## src/rtl/inbuf_rd_ctrl_pkg.sv

```systemverilog
// Shared accelerator definitions for the input-buffer read controller.
// Holds the controller state enum and the default bus/counter widths.
package inbuf_rd_ctrl_pkg;

  localparam int INBUF_DATA_W_DEF = 256;
  localparam int CNT_W_DEF        = 16;
  localparam int SKID_DEPTH_DEF   = 2;

  typedef enum logic [1:0] {
    IDLE  = 2'd0,
    FETCH = 2'd1,
    DRAIN = 2'd2,
    DONE  = 2'd3
  } rd_state_e;

endpackage

```

## src/rtl/inbuf_skid_buf.sv

```systemverilog
// Two-entry in-order skid buffer; head entry is always presented on head_dat_o.
// Latency 1 cycle push-to-head; simultaneous push/pop keeps occupancy, push when full without pop is dropped.
module inbuf_skid_buf #(
  parameter int DATA_W = 256
) (
  input  logic              clk,
  input  logic              rst_n,
  input  logic              push_i,
  input  logic [DATA_W-1:0] push_dat_i,
  input  logic              pop_i,
  output logic              full_o,
  output logic              empty_o,
  output logic [DATA_W-1:0] head_dat_o
);

  logic [DATA_W-1:0] ent0_q, ent0_d;
  logic [DATA_W-1:0] ent1_q, ent1_d;
  logic [1:0]        cnt_q, cnt_d;
  logic              do_push, do_pop;

  always_comb begin
    ent0_d  = ent0_q;
    ent1_d  = ent1_q;
    cnt_d   = cnt_q;
    do_pop  = pop_i && (cnt_q != 2'd0);
    do_push = push_i && ((cnt_q != 2'd2) || do_pop);
    case ({do_push, do_pop})
      2'b01: begin
        ent0_d = ent1_q;
        cnt_d  = cnt_q - 2'd1;
      end
      2'b10: begin
        if (cnt_q == 2'd0) ent0_d = push_dat_i;
        else               ent1_d = push_dat_i;
        cnt_d = cnt_q + 2'd1;
      end
      2'b11: begin
        // Head leaves while the new word lands behind whatever remains.
        if (cnt_q == 2'd1) begin
          ent0_d = push_dat_i;
        end else begin
          ent0_d = ent1_q;
          ent1_d = push_dat_i;
        end
      end
      default: ;
    endcase
  end

  always_ff @(posedge clk or negedge rst_n) begin
    if (!rst_n) begin
      ent0_q <= '0;
      ent1_q <= '0;
      cnt_q  <= 2'd0;
    end else begin
      ent0_q <= ent0_d;
      ent1_q <= ent1_d;
      cnt_q  <= cnt_d;
    end
  end

  assign full_o     = (cnt_q == 2'd2);
  assign empty_o    = (cnt_q == 2'd0);
  assign head_dat_o = ent0_q;

endmodule

```

## src/rtl/inbuf_rd_ctrl.sv

```systemverilog
// Input-buffer read controller: fetches num_words FIFO words into a 2-entry skid buffer feeding the multiplier.
// Latency: FIFO data valid in cycle n shows on mult_val in n+1; reads throttle on skid credits (mult_rdy backpressure).
// Optional statistics outputs (stat_words, stat_stall) exist only when INBUF_RD_CTRL_STATS_EN is defined.
module inbuf_rd_ctrl
  import inbuf_rd_ctrl_pkg::*;
#(
  parameter int INBUF_DATA_W = INBUF_DATA_W_DEF,
  parameter int SKID_DEPTH   = SKID_DEPTH_DEF,
  parameter int CNT_W        = CNT_W_DEF
) (
  input  logic                    clk,
  input  logic                    rst_n,
  input  logic                    start,
  input  logic [CNT_W-1:0]        num_words,
  input  logic                    inbuf_fifo_cntl_empty,
  input  logic                    inbuf_dout_reg_val,
  input  logic [INBUF_DATA_W-1:0] inbuf_rd_data,
  output logic                    cntl_inbuf_fifo_rd_rq,
  output logic                    cntl_inbuf_fifo_mem_en,
  output logic [INBUF_DATA_W-1:0] mult_data,
  output logic                    mult_val,
  input  logic                    mult_rdy,
  output logic                    mult_last,
  output logic                    busy,
  output logic                    done
`ifdef INBUF_RD_CTRL_STATS_EN
  ,
  output logic [31:0]             stat_words,
  output logic [31:0]             stat_stall
`endif
);

  localparam logic [2:0] SKID_LIM = 3'(SKID_DEPTH);

  rd_state_e        state_q, state_d;
  logic [CNT_W-1:0] rem_q, rem_d;
  logic [CNT_W-1:0] total_q, total_d;
  logic [CNT_W-1:0] deliv_q, deliv_d;
  logic             inflight_q;
  logic             done_q;

  logic             skid_push, skid_pop, skid_full, skid_empty;
  logic [1:0]       occ;
  logic [2:0]       used;
  logic             rd_rq;

  // A pop in this cycle frees its slot before the new read's data can land,
  // which is what allows one word per cycle with mult_rdy held high.
  always_comb begin
    occ       = skid_full ? 2'd2 : (skid_empty ? 2'd0 : 2'd1);
    skid_pop  = !skid_empty && mult_rdy;
    skid_push = inbuf_dout_reg_val && inflight_q;
    used      = {1'b0, occ} + {2'b0, inflight_q} - {2'b0, skid_pop};
    rd_rq     = (state_q == FETCH) && !inbuf_fifo_cntl_empty &&
                (rem_q != '0) && (used < SKID_LIM);
  end

  always_comb begin
    state_d = state_q;
    rem_d   = rem_q;
    total_d = total_q;
    deliv_d = deliv_q;
    if (skid_pop) deliv_d = deliv_q + CNT_W'(1);
    case (state_q)
      IDLE: begin
        if (start) begin
          total_d = num_words;
          rem_d   = num_words;
          deliv_d = '0;
          state_d = (num_words == '0) ? DONE : FETCH;
        end
      end
      FETCH: begin
        if (rd_rq) begin
          rem_d = rem_q - CNT_W'(1);
          if (rem_q == CNT_W'(1)) state_d = DRAIN;
        end
      end
      DRAIN: begin
        if (!inflight_q && skid_empty) state_d = DONE;
      end
      DONE: state_d = IDLE;
      default: state_d = IDLE;
    endcase
  end

  always_ff @(posedge clk or negedge rst_n) begin
    if (!rst_n) begin
      state_q    <= IDLE;
      rem_q      <= '0;
      total_q    <= '0;
      deliv_q    <= '0;
      inflight_q <= 1'b0;
      done_q     <= 1'b0;
    end else begin
      state_q    <= state_d;
      rem_q      <= rem_d;
      total_q    <= total_d;
      deliv_q    <= deliv_d;
      inflight_q <= rd_rq;
      done_q     <= (state_q == DONE);
    end
  end

  inbuf_skid_buf #(
    .DATA_W(INBUF_DATA_W)
  ) u_skid (
    .clk       (clk),
    .rst_n     (rst_n),
    .push_i    (skid_push),
    .push_dat_i(inbuf_rd_data),
    .pop_i     (skid_pop),
    .full_o    (skid_full),
    .empty_o   (skid_empty),
    .head_dat_o(mult_data)
  );

  assign cntl_inbuf_fifo_rd_rq  = rd_rq;
  assign cntl_inbuf_fifo_mem_en = rd_rq;
  assign mult_val               = !skid_empty;
  assign mult_last              = !skid_empty && (deliv_q == total_q - CNT_W'(1));
  assign busy                   = (state_q != IDLE);
  assign done                   = done_q;

`ifdef INBUF_RD_CTRL_STATS_EN
  logic        start_ok;
  logic [31:0] stat_words_q, stat_stall_q;

  assign start_ok = start && (state_q == IDLE);

  always_ff @(posedge clk or negedge rst_n) begin
    if (!rst_n) begin
      stat_words_q <= '0;
      stat_stall_q <= '0;
    end else if (start_ok) begin
      stat_words_q <= '0;
      stat_stall_q <= '0;
    end else begin
      if (skid_pop && (stat_words_q != '1)) stat_words_q <= stat_words_q + 32'd1;
      if (!skid_empty && !mult_rdy && (stat_stall_q != '1)) stat_stall_q <= stat_stall_q + 32'd1;
    end
  end

  assign stat_words = stat_words_q;
  assign stat_stall = stat_stall_q;
`endif

endmodule

```

## config.mk

```make
export PLATFORM = sky130hd
export DESIGN_NAME = inbuf_rd_ctrl
export DESIGN_NICKNAME = d
export VERILOG_FILES = /design/src/rtl/inbuf_rd_ctrl_pkg.sv /design/src/rtl/inbuf_skid_buf.sv /design/src/rtl/inbuf_rd_ctrl.sv
export SDC_FILE = /design/constraint.sdc
export NUM_CORES = 1
export LEC_CHECK = 0
export CAP_MARGIN = 40
export CORE_UTILIZATION = 50
export CTS_CLUSTER_DIAMETER = 120
export DETAILED_ROUTE_END_ITERATION = 7
export HOLD_SLACK_MARGIN = 0.05
export PLACE_DENSITY = 0.8
export SLEW_MARGIN = 20
export SYNTH_ARGS = -nofsm -noshare
export SYNTH_HDL_FRONTEND = slang
export SYNTH_SLANG_ARGS = --single-unit
```

## constraint.sdc

```tcl
create_clock -name clk -period 3.9 [get_ports clk]
set_clock_uncertainty 0.15 [all_clocks]
set_input_delay 0.78 -clock clk [delete_from_list [all_inputs] [get_ports clk]]
set_output_delay 0.78 -clock clk [all_outputs]
set_load 0.05 [all_outputs]
```

Yosys cells after proc, flatten, opt, wreduce, memory -nomap -nowiden. Index checks and enable logic that the tools add are counted.

Input bits: 278. Word-level logic and storage cells: 84. Output and inout bits: 262. Bits in registers: 566.

Order comparisons: 1. Mux-type cells: 21. Equal/unequal tests: 18. Reductions and logical operators: 28. Add/subtract/negate cells: 7.

Operator list (number): two-way mux 256 bit (4); case mux 256 bit (3 select lines) (1); case mux 256 bit (2 select lines) (1); two-way mux 16 bit (5); case mux 16 bit (2 select lines) (1); subtractor 16 x 1 -> 16 bit, second input constant (2); adder 16 x 1 -> 16 bit, second input constant (1); == test 16 x 1 -> 1 bit, second input constant (1); == test 16 bit (1); logical NOT 16 bit (1); nonzero test 16 bit (1); != test 2 bit, second input constant (7); two-way mux 2 bit (6); == test 2 bit, second input constant (5); nonzero test 2 bit (5); logical AND 1 bit (9); case mux 2 bit (4 select lines) (1); == test 2 x 1 -> 1 bit, second input constant (3); AND reduction 3 bit (2); logical NOT 2 bit (2); case mux 2 bit (2 select lines) (1); AND reduction 2 bit (2); AND reduction 4 bit (1); adder 2 x 1 -> 3 bit (1); 9 further kinds (11).

Logic depth before layout (Yosys ltp).
Depth after elaboration: 9. Depth in mapped cells: 13. Mapped depth without buffers: 12.

Hierarchy. From an unflattened synthesis, not the netlist that was laid out.

Cell total of the unflattened synthesis: 2363. Area total of the unflattened synthesis: 24738.7 um2.

Modules (own cells, without submodules): inbuf_skid_buf (cells an instance 1959, instances 1, area an instance 21291.7 um2, sequential area each 12862.3 um2); inbuf_rd_ctrl (cells an instance 404, instances 1, area an instance 3447.1 um2, sequential area each 1301.2 um2).

Worst setup path after synthesis. No wires, ideal clock.

Path type: flip-flop to output port. Start: reg u_skid.cnt_q[0]. End: out cntl_inbuf_fifo_rd_rq. Arrival time: 3.173 ns. Setup slack: -0.203 ns. Path buffers: 1. Stages on the path, launching flop included: 12. Required time: 2.970 ns. Cell sequence: dfrtp_1 -> inv_1 -> ha_1 -> inv_1 -> nand2_1 -> clkinv_1 -> ha_1 -> nor2b_1 -> xnor2_1 -> nand3b_1 -> nor2_1 -> buf_4.

Elaborated cells on any way between the ends: 10. Those cells by class: 2 x add/sub; 1 x order compare; 1 x eq/ne; 2 x mux; 4 x reduce/logical.

RTL lines: from (decl) (RTL line inbuf_skid_buf.sv:18) `logic [1:0] cnt_q, cnt_d;`; from (signal assigned) (RTL line inbuf_skid_buf.sv:58) `cnt_q <= cnt_d;`; logical NOT 2 bit (RTL line inbuf_skid_buf.sv:63) `assign empty_o = (cnt_q == 2'd0);`; logical NOT 1 bit; named net mult_val (RTL line inbuf_rd_ctrl.sv:21) `output logic mult_val,`; logical AND 1 bit (RTL line inbuf_rd_ctrl.sv:51) `skid_pop = !skid_empty && mult_rdy;`; subtractor 3 x 1 -> 3 bit (RTL line inbuf_rd_ctrl.sv:53) `used = {1'b0, occ} + {2'b0, inflight_q} - {2'b0, skid_pop};`; less-than comparator 3 x 2 -> 1 bit (RTL line inbuf_rd_ctrl.sv:55) `(rem_q != '0) && (used < SKID_LIM);`; logical AND 1 bit (RTL line inbuf_rd_ctrl.sv:55); to (decl) (RTL line inbuf_rd_ctrl.sv:18) `output logic cntl_inbuf_fifo_rd_rq,`.

The timed path passes the listed nets, and every way through them passes these cells.

Final worst setup path.
Start: reg total_q[10]. End: out mult_last.

Word-level cells in the longest chain between the ends: 3.

RTL lines: from (decl) (RTL line inbuf_rd_ctrl.sv:37) `logic [CNT_W-1:0] total_q, total_d;`; from (signal assigned) (RTL line inbuf_rd_ctrl.sv:98) `total_q <= total_d;`; subtractor 16 x 1 -> 16 bit (RTL line inbuf_rd_ctrl.sv:121) `assign mult_last = !skid_empty && (deliv_q == total_q - CNT_W'(1));`; == test 16 bit (RTL line inbuf_rd_ctrl.sv:121); logical AND 1 bit (RTL line inbuf_rd_ctrl.sv:121); to (decl) (RTL line inbuf_rd_ctrl.sv:23) `output logic mult_last,`.

Every way passes these cells.

==> results.yml <==
floorplanning:
  core-area_sq_um: 47000
  ios: 540
  start_util_pct: 51.0
  die_w_microns: 221
  rows: 79
  die-area_sq_um: 48800
  die_y_microns: 221
drt:
  drtAntennaViolNets: 0
  viasPerCell: 5.74
  wire_per_inst_microns: 20.6
  firstDrtPassIters: 8
  num_vias: 18700
  wl_mm: 67.2
  drc_errors: 42
  dr.first_iter.drc_count: 1453
critical_path:
  crit_buf_inv: 1
  cp.arrival_ns: 2.93
  r2r-start: "u_skid.cnt_q[0]"
  worstReg2RegEnd: "state_q[0]"
  slowest_stage: "or3_1"
  r2r_setup_slack_ns: 0.70
  cp_top_family: "simple AND/OR/NAND/NOR gates"
  ff2ff_path_depth: 13
  required_ns: 2.97
  cp_max_fo: 6
  startpoint_type: "register"
  path_cells: "or3_1 -> a2111oi_4 -> nand4_1 -> a211o_1 -> nor4_4 -> buf_6"
  endpoint_kind: "output pin"
  max_stage_delay_ns: 0.50
  crit_type: "register to output pin"
clocking:
  h-tree-depth: 2
  hold_buffers: 0
  tritoncts: "built"
  clk_latency_ns: 0.62
  clkSlewWorstSetupHoldPaths_ns: 0.06
  cts_setup_buffers: 0
  cts_num_sinks: 566
  root_buffer: "clkbuf_16"
  clock_tree.buffer_depth: 3
  cts_buffers: 56
sta:
  setup_viol: 0
  max-slew-margin-rel_pct: 41.7
  slew_violations: 0
  setup_tns_ns: 0
  fin_hold_ws_ns: 0.0510
  fin_crit_ns: 3.86
  fmax_mhz: 259
  tightest_slew_ns: 0.875
  worst_slack_ns: 0.0430
  period_share_pct: 98.9
  hold_viol: 0
run:
  max-cap-violations: 0
synthesis:
  ys.flop_type: "dfrtp_1"
  ys_seq_area_share_pct: 59.1
  synthesis.nets: 2378
  ys_ff_latch: 566
  async_flop_share_pct: 100
  synth.lib_cells_used.distinct: 61
  syn_avg_cell_area_sq_um: 11.5
  syn_area_sq_um: 24000
  synth_edf_count: 0
  synthCells: 2087
  yosys_warnings: 0
outcome:
  violations: "DRC"
  status: "finished, violations left"
finish:
  area_delta_synth_final_pct: 34.9
  drive_gt1_share_pct: 16.7
  nNetsFinal: 2885
  fin_cells: 3256
  fillers: 3322
  multiInputGateArea_sq_um: 9170
  layout_common_cells: "566 x dfrtp_1, 535 x clkdlybuf4s50_1, 323 x nand2_1, 270 x o21ai_0, 257 x a22oi_1"
  final_common_cell: "dfrtp_1"
  regArea_sq_um: 14200
global_routing:
  grt_max_degree: 127
  overflow: 0
  antenna_found_initial: 11
  grt_pass1_vias: 19500
  track_usage_pct: 27.2
  grt_pass1_wl_mm: 107
placement:
  dpl.hpwl_mm: 46.1
  numPortBuffers: 539
  place.gp.congestion: 0.876
  placed_cells: 3143
  place_ws_ns: 0.273
pwr:
  power_density_nw_per_um2: 893
  leakage_nw: 14.0
  power_mw: 28.9
  irDropWorstVdd_mv: 0.566
worst_hold_path:
  holdCritPathClass: "primary input to asynchronous set/reset pin"
==> worst reg2reg max path, cell delays in order (launching register included) <==
cell,delay (ns)
dfrtp_1,0.40
inv_1,0.13
ha_4,0.20
inv_1,0.11
nand2_2,0.13
clkinv_1,0.11
ha_1,0.30
nor2b_1,0.16
xnor2_1,0.14
nand3b_1,0.16
buf_4,0.20
o41ai_1,0.49
nand3_1,0.20
a22oi_1,0.23
==> what timing repair did <==
item / in CTS / in global routing
gates resized for setup: 6 / 6
hold endpoints to repair: 0 / 0
endpoints found under the setup margin: 3 / 3
pin swaps: 0 / 5
==> final cells by class <==
cell class,count,share of cell area [%]
flip-flops and latches,566,43.8
clock buffers,82,5.04
diodes,10,0.0774
repair buffers,609,19.4
multi-input cells,1343,28.4
inverters,18,0.209
well taps,607,2.35
clock inverters,21,0.693
==> layer usage <==
layer  vias up  GRT usage (%)  share of wire, %
li1       8503              -                 -
met1      9319           32.1                38
met2       681           45.8                50
met3       171           7.46               7.5
met4         4           13.6               4.5
met5         -              0             0.046
==> flip-flops by register name, summed over array words and instances, names as in the netlist <==
name / count
u_skid.head_dat_o: 256
rem_q: 16
deliv_q: 16
u_skid.cnt_q: 2
done: 1
state_q: 2
total_q: 16
inflight_q: 1
u_skid.ent1_q: 256
==> where the power goes <==
part	total (mW)	internal (mW)	leakage [nW]	switching [mW]
registers	10.2	8.50	7.09	1.67
logic	13.3	5.26	6.01	8.01
clock network	5.42	3.10	0.907	2.31
total	28.9	16.9	14.0	12.0
==> worst max path at each step <==
stage                    start                     to  slack, ns  cells after the start
2_1_floorplan  u_skid.cnt_q[0]  cntl_inbuf_fifo_rd_rq       0.05                     11
3_3_place_gp          mult_rdy  cntl_inbuf_fifo_rd_rq       0.28                      9
3_5_place_dp          mult_rdy  cntl_inbuf_fifo_rd_rq       0.27                      9
4_1_cts        u_skid.cnt_q[0]  cntl_inbuf_fifo_rd_rq       0.01                     11
5_1_grt            total_q[10]              mult_last      -0.02                      6
6_report           total_q[10]              mult_last       0.04                      6
==> Yosys cell counts (7+ instances only) <==
library cell	number	area, sq um
nand2_1	324	1220
nor4_1	10	62.6
xor2_1	16	140
a22oi_1	257	1930
nor3_1	13	65.1
nand4_1	12	75.1
ha_1	13	163
dfrtp_1	566	14200
mux2_2	256	2880
nand3_1	13	65.1
a21oi_1	10	50.1
clkbuf_1	146	548
and3_1	7	43.8
inv_1	17	63.8
xnor2_1	21	184
nor2_1	39	146
o21ai_0	270	1350
==> metrics by stage <==
step | util [%] | cell area (sq um)
finish | 68.8 | 32300
global route | 68.8 | 32300
CTS | 68.7 | 32300
detailed placement | 64.7 | 30400
global placement | 64.7 | 30400
floorplan | - | 24000
==> cell families after synthesis <==
| logic type | after synthesis | share of synthesized area [%] |
|---|---|---|
| AOI/OAI and AO/OA | 577 | 15.4 |
| DFF | 566 | 59.1 |
| and+or+nand+nor | 455 | 8.21 |
| muxes | 261 | 12.2 |
| buffers and inverters | 178 | 3.05 |
| xor gates and xnor gates | 37 | 1.35 |
| adders and majority gates | 13 | 0.679 |
No activity file was read; power rests on OpenSTA's default activity.
